==> src/rtl/spi_reg_pkg.sv <==
// Shared types and constants for the SPI register sequencer.
// SPIREG_STATUS_EN selects whether address 4'hF is a read-only status register.
package spi_reg_pkg;

  typedef enum logic [2:0] {
    IDLE,
    CMD,
    WRITE,
    READ,
    ERROR
  } state_e;

  localparam int CMD_W       = 7;
  localparam int CMD_RSV_HI  = 6;
  localparam int CMD_RSV_LO  = 4;
  localparam int CMD_ADDR_HI = 3;
  localparam int CMD_ADDR_LO = 0;

  localparam logic [3:0] STATUS_ADDR = 4'hF;

  // Auto-increment: 0..last, then (with the status register) 4'hF, then back to 0.
  function automatic logic [3:0] ptr_next(input logic [3:0] ptr, input logic [3:0] last);
`ifdef SPIREG_STATUS_EN
    if (ptr == last) return STATUS_ADDR;
    if (ptr == STATUS_ADDR) return 4'h0;
    return ptr + 4'h1;
`else
    return (ptr == last) ? 4'h0 : ptr + 4'h1;
`endif
  endfunction

endpackage

==> src/rtl/sync_edge.sv <==
// Two-flop synchroniser for an asynchronous level, followed by an edge
// register that yields single-cycle rise/fall pulses in the clk domain.
module sync_edge (
  input  logic clk,
  input  logic rst_n,
  input  logic async_i,
  output logic rise_o,
  output logic fall_o
);

  logic meta_q;
  logic sync_q;
  logic prev_q;

  // NOTE: flop chains use non-blocking assignments so each stage samples the
  // previous stage's old value; blocking here would collapse the chain.
  always_ff @(posedge clk or negedge rst_n) begin
    if (!rst_n) begin
      meta_q <= 1'b0;
      sync_q <= 1'b0;
      prev_q <= 1'b0;
    end else begin
      meta_q <= async_i;
      sync_q <= meta_q;
      prev_q <= sync_q;
    end
  end

  assign rise_o = sync_q & ~prev_q;
  assign fall_o = ~sync_q & prev_q;

endmodule

==> src/rtl/spi_reg_ctrl.sv <==
// Command sequencer and auto-incrementing register bank behind the SPI slave.
// Define SPIREG_STATUS_EN to expose iStatus as read-only register 4'hF.
module spi_reg_ctrl
  import spi_reg_pkg::*;
#(
  parameter int         NREGS    = 8,
  parameter logic [7:0] MAGIC    = 8'hA5,
  parameter logic [7:0] ERR_BYTE = 8'hFF
) (
  input  logic                 sysclk,
  input  logic                 rst_n,
  input  logic                 iRxReady,
  input  logic [7:0]           iRx,
  input  logic                 iSPICS,
  input  logic [7:0]           iStatus,
  output logic                 oTxReady,
  output logic [7:0]           oTx,
  output logic [8*NREGS-1:0]   oRegs,
  output logic                 oRegWr,
  output logic [3:0]           oRegAddr,
  output logic                 oErr
);

  localparam logic [3:0] LAST_ADDR = 4'(NREGS - 1);

  state_e     state_q, state_d;
  logic [3:0] ptr_q, ptr_d;
  logic [7:0] regs_q [NREGS];

  logic       tx_ready_q, tx_ready_d;
  logic [7:0] tx_q, tx_d;
  logic       reg_wr_q, reg_wr_d;
  logic [3:0] reg_addr_q, reg_addr_d;
  logic       err_q, err_d;

  logic       byte_evt, frame_start, frame_end;
  logic       rdy_fall_unused;
  logic       wr_en;
  logic [3:0] wr_addr;
  logic [3:0] cmd_addr, ptr_inc, rd_addr;
  logic [7:0] rd_data;
  logic       addr_ok, cmd_ok;

  sync_edge u_sync_rdy (
    .clk    (sysclk),
    .rst_n  (rst_n),
    .async_i(iRxReady),
    .rise_o (byte_evt),
    .fall_o (rdy_fall_unused)
  );

  // CS synchroniser resets low, so CS held low across reset never looks like a frame start.
  sync_edge u_sync_cs (
    .clk    (sysclk),
    .rst_n  (rst_n),
    .async_i(iSPICS),
    .rise_o (frame_end),
    .fall_o (frame_start)
  );

  assign cmd_addr = iRx[CMD_ADDR_HI:CMD_ADDR_LO];
  assign ptr_inc  = ptr_next(ptr_q, LAST_ADDR);
  assign rd_addr  = (state_q == CMD) ? cmd_addr : ptr_inc;

`ifdef SPIREG_STATUS_EN
  assign addr_ok = (cmd_addr <= LAST_ADDR) || (cmd_addr == STATUS_ADDR);
`else
  logic status_unused;
  assign status_unused = ^iStatus;
  assign addr_ok = (cmd_addr <= LAST_ADDR);
`endif
  assign cmd_ok = addr_ok && (iRx[CMD_RSV_HI:CMD_RSV_LO] == 3'b000);

  // Read mux: the byte is sampled into tx_q when presented, so later writes do not alter it.
  always_comb begin
    rd_data = ERR_BYTE;
    for (int k = 0; k < NREGS; k++) begin
      if (rd_addr == 4'(k)) rd_data = regs_q[k];
    end
`ifdef SPIREG_STATUS_EN
    if (rd_addr == STATUS_ADDR) rd_data = iStatus;
`endif
  end

  // NOTE: every variable driven here gets a default first; a path that skips
  // an assignment would otherwise infer a latch.
  always_comb begin
    state_d    = state_q;
    ptr_d      = ptr_q;
    tx_ready_d = 1'b0;
    tx_d       = tx_q;
    reg_wr_d   = 1'b0;
    reg_addr_d = reg_addr_q;
    err_d      = 1'b0;
    wr_en      = 1'b0;
    wr_addr    = ptr_q;

    if (frame_end) begin
      // Frame end outranks a coincident byte event; that byte is dropped.
      state_d = IDLE;
    end else begin
      unique case (state_q)
        IDLE: begin
          if (frame_start) begin
            tx_ready_d = 1'b1;
            tx_d       = MAGIC;
            state_d    = CMD;
          end
        end
        CMD: begin
          if (byte_evt) begin
            tx_ready_d = 1'b1;
            if (!cmd_ok) begin
              err_d   = 1'b1;
              tx_d    = ERR_BYTE;
              state_d = ERROR;
            end else begin
              ptr_d   = cmd_addr;
              tx_d    = rd_data;
              state_d = iRx[CMD_W] ? WRITE : READ;
            end
          end
        end
        WRITE: begin
          if (byte_evt) begin
            ptr_d = ptr_inc;
            // The status address accepts the byte but changes nothing.
            if (ptr_q <= LAST_ADDR) begin
              wr_en      = 1'b1;
              reg_wr_d   = 1'b1;
              reg_addr_d = ptr_q;
            end
          end
        end
        READ: begin
          if (byte_evt) begin
            ptr_d      = ptr_inc;
            tx_ready_d = 1'b1;
            tx_d       = rd_data;
          end
        end
        ERROR: begin
          if (byte_evt) begin
            tx_ready_d = 1'b1;
            tx_d       = ERR_BYTE;
          end
        end
        default: state_d = IDLE;
      endcase
    end
  end

  always_ff @(posedge sysclk or negedge rst_n) begin
    if (!rst_n) begin
      state_q    <= IDLE;
      ptr_q      <= 4'h0;
      tx_ready_q <= 1'b0;
      tx_q       <= 8'h00;
      reg_wr_q   <= 1'b0;
      reg_addr_q <= 4'h0;
      err_q      <= 1'b0;
      // NOTE: the bank is tiny and drives live fan configuration, so it is
      // built from resettable flops rather than an unreset memory.
      for (int k = 0; k < NREGS; k++) regs_q[k] <= 8'h00;
    end else begin
      state_q    <= state_d;
      ptr_q      <= ptr_d;
      tx_ready_q <= tx_ready_d;
      tx_q       <= tx_d;
      reg_wr_q   <= reg_wr_d;
      reg_addr_q <= reg_addr_d;
      err_q      <= err_d;
      for (int k = 0; k < NREGS; k++) begin
        if (wr_en && (wr_addr == 4'(k))) regs_q[k] <= iRx;
      end
    end
  end

  for (genvar g = 0; g < NREGS; g++) begin : g_flat
    assign oRegs[8*g +: 8] = regs_q[g];
  end

  assign oTxReady = tx_ready_q;
  assign oTx      = tx_q;
  assign oRegWr   = reg_wr_q;
  assign oRegAddr = reg_addr_q;
  assign oErr     = err_q;

endmodule
==> config.mk <==
export PLATFORM = sky130hd
export DESIGN_NAME = spi_reg_ctrl
export DESIGN_NICKNAME = d
export VERILOG_FILES = /design/src/rtl/spi_reg_pkg.sv /design/src/rtl/sync_edge.sv /design/src/rtl/spi_reg_ctrl.sv
export SDC_FILE = /design/constraint.sdc
export NUM_CORES = 1
export LEC_CHECK = 0
export CORE_ASPECT_RATIO = 0.75
export CORE_MARGIN = 1.5
export CORE_UTILIZATION = 45
export DETAILED_ROUTE_END_ITERATION = 12
export GPL_ROUTABILITY_DRIVEN = 0
export PLACE_DENSITY = 0.72
export RECOVER_POWER = 25
export SYNTH_ARGS = -nofsm -noshare
export SYNTH_HDL_FRONTEND = slang
export SYNTH_SLANG_ARGS = --single-unit
==> constraint.sdc <==
create_clock -name sysclk -period 5.1 [get_ports sysclk]
set_clock_uncertainty 0.2 [all_clocks]
set_input_delay 1.275 -clock sysclk [delete_from_list [all_inputs] [get_ports sysclk]]
set_output_delay 1.275 -clock sysclk [all_outputs]
set_load 0.1 [all_outputs]
==> flow_summary.yaml <==
final_layout:
  num-fill-cells: 815
  drive_gt1_frac: 0.190
  area_growth_pct: 28.1
  final_common_cell: "dfrtp_1"
  diodes: 0
  finalNetCount: 502
  final_util: 0.597
  stdcell_area_mm2: 0.00582
  instances_no_fill: 612
  final_cell_mix: "92 x dfrtp_1, 87 x clkdlybuf4s50_1, 60 x mux2_2, 24 x nor2_1, 24 x a21oi_1"
cts:
  clockRootBuffer: "clkbuf_16"
  ctsResizeCount: 0
  post_cts_buffers: 0
  cts.sinks: 92
  cts_tree: "built"
  path_clk_slew_ns: 0.06
  h-tree-depth: 3
  cts_buffers: 9
  clk-insertion-delay-late_ns: 0.35
  clock_path_buffers: 2
  ctsHoldBuffers: 0
sta:
  period_minus_slack_ns: 4.09
  period_share: 0.802
  hold_viol: 0
  rsz0062_at_grt: "false"
  setup_tns_ns: 0
  setup_slack_ns: 1.01
  worst_pin_slew_ns: 2.97
  finalMaxSlewViolations: 69
  setup_viol_count_final: 0
  relSlewSlack: -0.977
  max_freq_ghz: 0.245
  holdWs_ns: 0.147
detailed_routing:
  viasPerCell: 5.97
  drc: 0
  vias: 3655
  wl_per_cell_um: 20.4
  antenna_left: 0
  drt_wl_total_mm: 12.5
  drt_iter0_markers: 260
  firstDrtPassIters: 5
yosys:
  synth_seq_cells: 92
  ys_types: 57
  ys.flop_type: "dfrtp_1"
  netlist_area_mm2: 0.00454
  seq_area_frac_synth: 0.507
  yosysTopAreaCellShare: 0.507
  synthCells: 392
  synth_warnings: 0
  synth_edf_count: 0
  synth-async-reset-ratio: 1.00
  yosys-top-cells-area: "dfrtp_1 51%, mux2_2 15%, a21oi_1 2.6%"
  synth_nets: 418
  syn_area_per_cell_um2: 11.6
  synth_top_area_cell: "dfrtp_1"
floorplanning:
  die_area_mm2: 0.0107
  fp.dieH_um: 90.0
  die_x_um: 119
  initial_core_util: 0.467
  core_mm2: 0.00974
  rows: 31
  num_io_pins: 99
critical_path:
  critPathLaunch: "iRx[3]"
  critPathRequiredTime_ns: 5.12
  crit_fanout: 12
  critical_path_class: "in -> reg"
  rr_startpoint: "u_sync_cs.sync_q"
  worst_ep_arrival_time_ns: 4.11
  cp-end-kind: "flip-flop"
  reg2reg_setup_slack_ns: 1.28
  cp-start-kind: "input pin"
run_status:
  violations: "max-capacitance violations, max-slew violations"
  status: "complete, but fails checks"
hold_path:
  hp-start: "u_sync_cs.meta_q"
  hold_class: "reg -> reg"
global_route:
  grt_pass1_vias: 3567
  grt_overflow: 0
  use_met2: 0.357
  grt_pass1_wl_mm: 20.4
  antenna_found_initial: 0
  grt_usage: 0.247
  busiest_layer: "met1"
  grt_max_degree: 58
  met3_usage: 0.0628
  gr-usage-met1: 0.365
power:
  leakage_nw: 2.37
  power.density_mw_per_mm2: 499
  vdd_ir_drop_max_v: 0.000417
  p_total_mw: 2.90
placed_design:
  pre_cts_ws_ns: 0.707
  port_buffers: 90
  dpl.hpwl_mm: 8.81
  dp_cells: 597
  placed_area_mm2: 0.00555
flow_run:
  maxCapViolations: 2
==> critical path, cell delays in order <==
cell	delay (ns)
clkdlybuf4s50_1	0.70
or4_4	0.69
a2111oi_2	0.42
o21ai_0	0.25
a221o_1	0.36
a311oi_1	0.31
a211oi_1	0.08
==> routing by layer <==
layer	share of wire	vias up
li1	-	1615
met1	0.46	1854
met2	0.44	170
met3	0.082	16
met4	0.013	0
met5	0	-
==> power by group <==
part           total (mW)  internal (mW)  switching (mW)
Sequential          0.923          0.809           0.113
Clock               0.658          0.378           0.280
Combinational        1.32          0.378           0.946
==> worst paths after layout <==
check | endpoint | cells past startpoint
min in group asynchronous | oRegWr | 1
max in group asynchronous | oRegs[2] | 2
worst min register to register | u_sync_cs.sync_q | 0
worst min-delay path | u_sync_cs.sync_q | 0
worst max-delay path | oTx[5] | 7
worst max register to register | oRegs[61] | 5
==> sequential cells by signal, indices dropped and copies added, names as in the netlist <==
signal	flops
oRegs	64
oTx	8
oRegAddr	4
ptr_q	4
state_q	3
oErr	1
oRegWr	1
oTxReady	1
u_sync_cs.meta_q	1
u_sync_cs.prev_q	1
u_sync_cs.sync_q	1
u_sync_rdy.meta_q	1
u_sync_rdy.prev_q	1
u_sync_rdy.sync_q	1
==> layout make-up <==
type | instances | area (µm²) | share of cell area
clock buffers | 9 | 225 | 0.0387
clock inverters | 6 | 65.1 | 0.0112
inverters | 11 | 41.3 | 0.00710
multi-input cells | 267 | 2090 | 0.359
flip-flops and latches | 92 | 2300 | 0.396
well taps | 132 | 165 | 0.0284
repair buffers | 95 | 932 | 0.160
==> cell families after synthesis <==
family                     count (synthesis)  synth area share
DFF                                       92             0.507
AOI/OAI and AO/OA                         90             0.141
adders and majority gates                  6            0.0165
buffers and inverters                     33            0.0306
and+or+nand+nor                           93             0.114
muxes                                     78             0.191
==> Yosys cell counts (3+ instances only) <==
library cell,number
clkbuf_1,14
o21ai_0,11
nand3_1,7
a22o_1,3
a211oi_1,4
o21a_1,4
o22a_1,6
nor4_1,3
a31oi_1,6
o22ai_1,3
nand3b_1,3
dfrtp_1,92
mux2_2,60
nand2b_1,7
ha_1,6
buf_2,6
o211ai_1,3
nor3_1,11
mux2i_1,8
nor2_1,24
nor2b_1,4
or3_1,3
nand2_1,16
inv_1,11
a21oi_1,24
mux2_1,10
o221ai_1,7
Note: power is estimated with default switching activity, not from simulation.
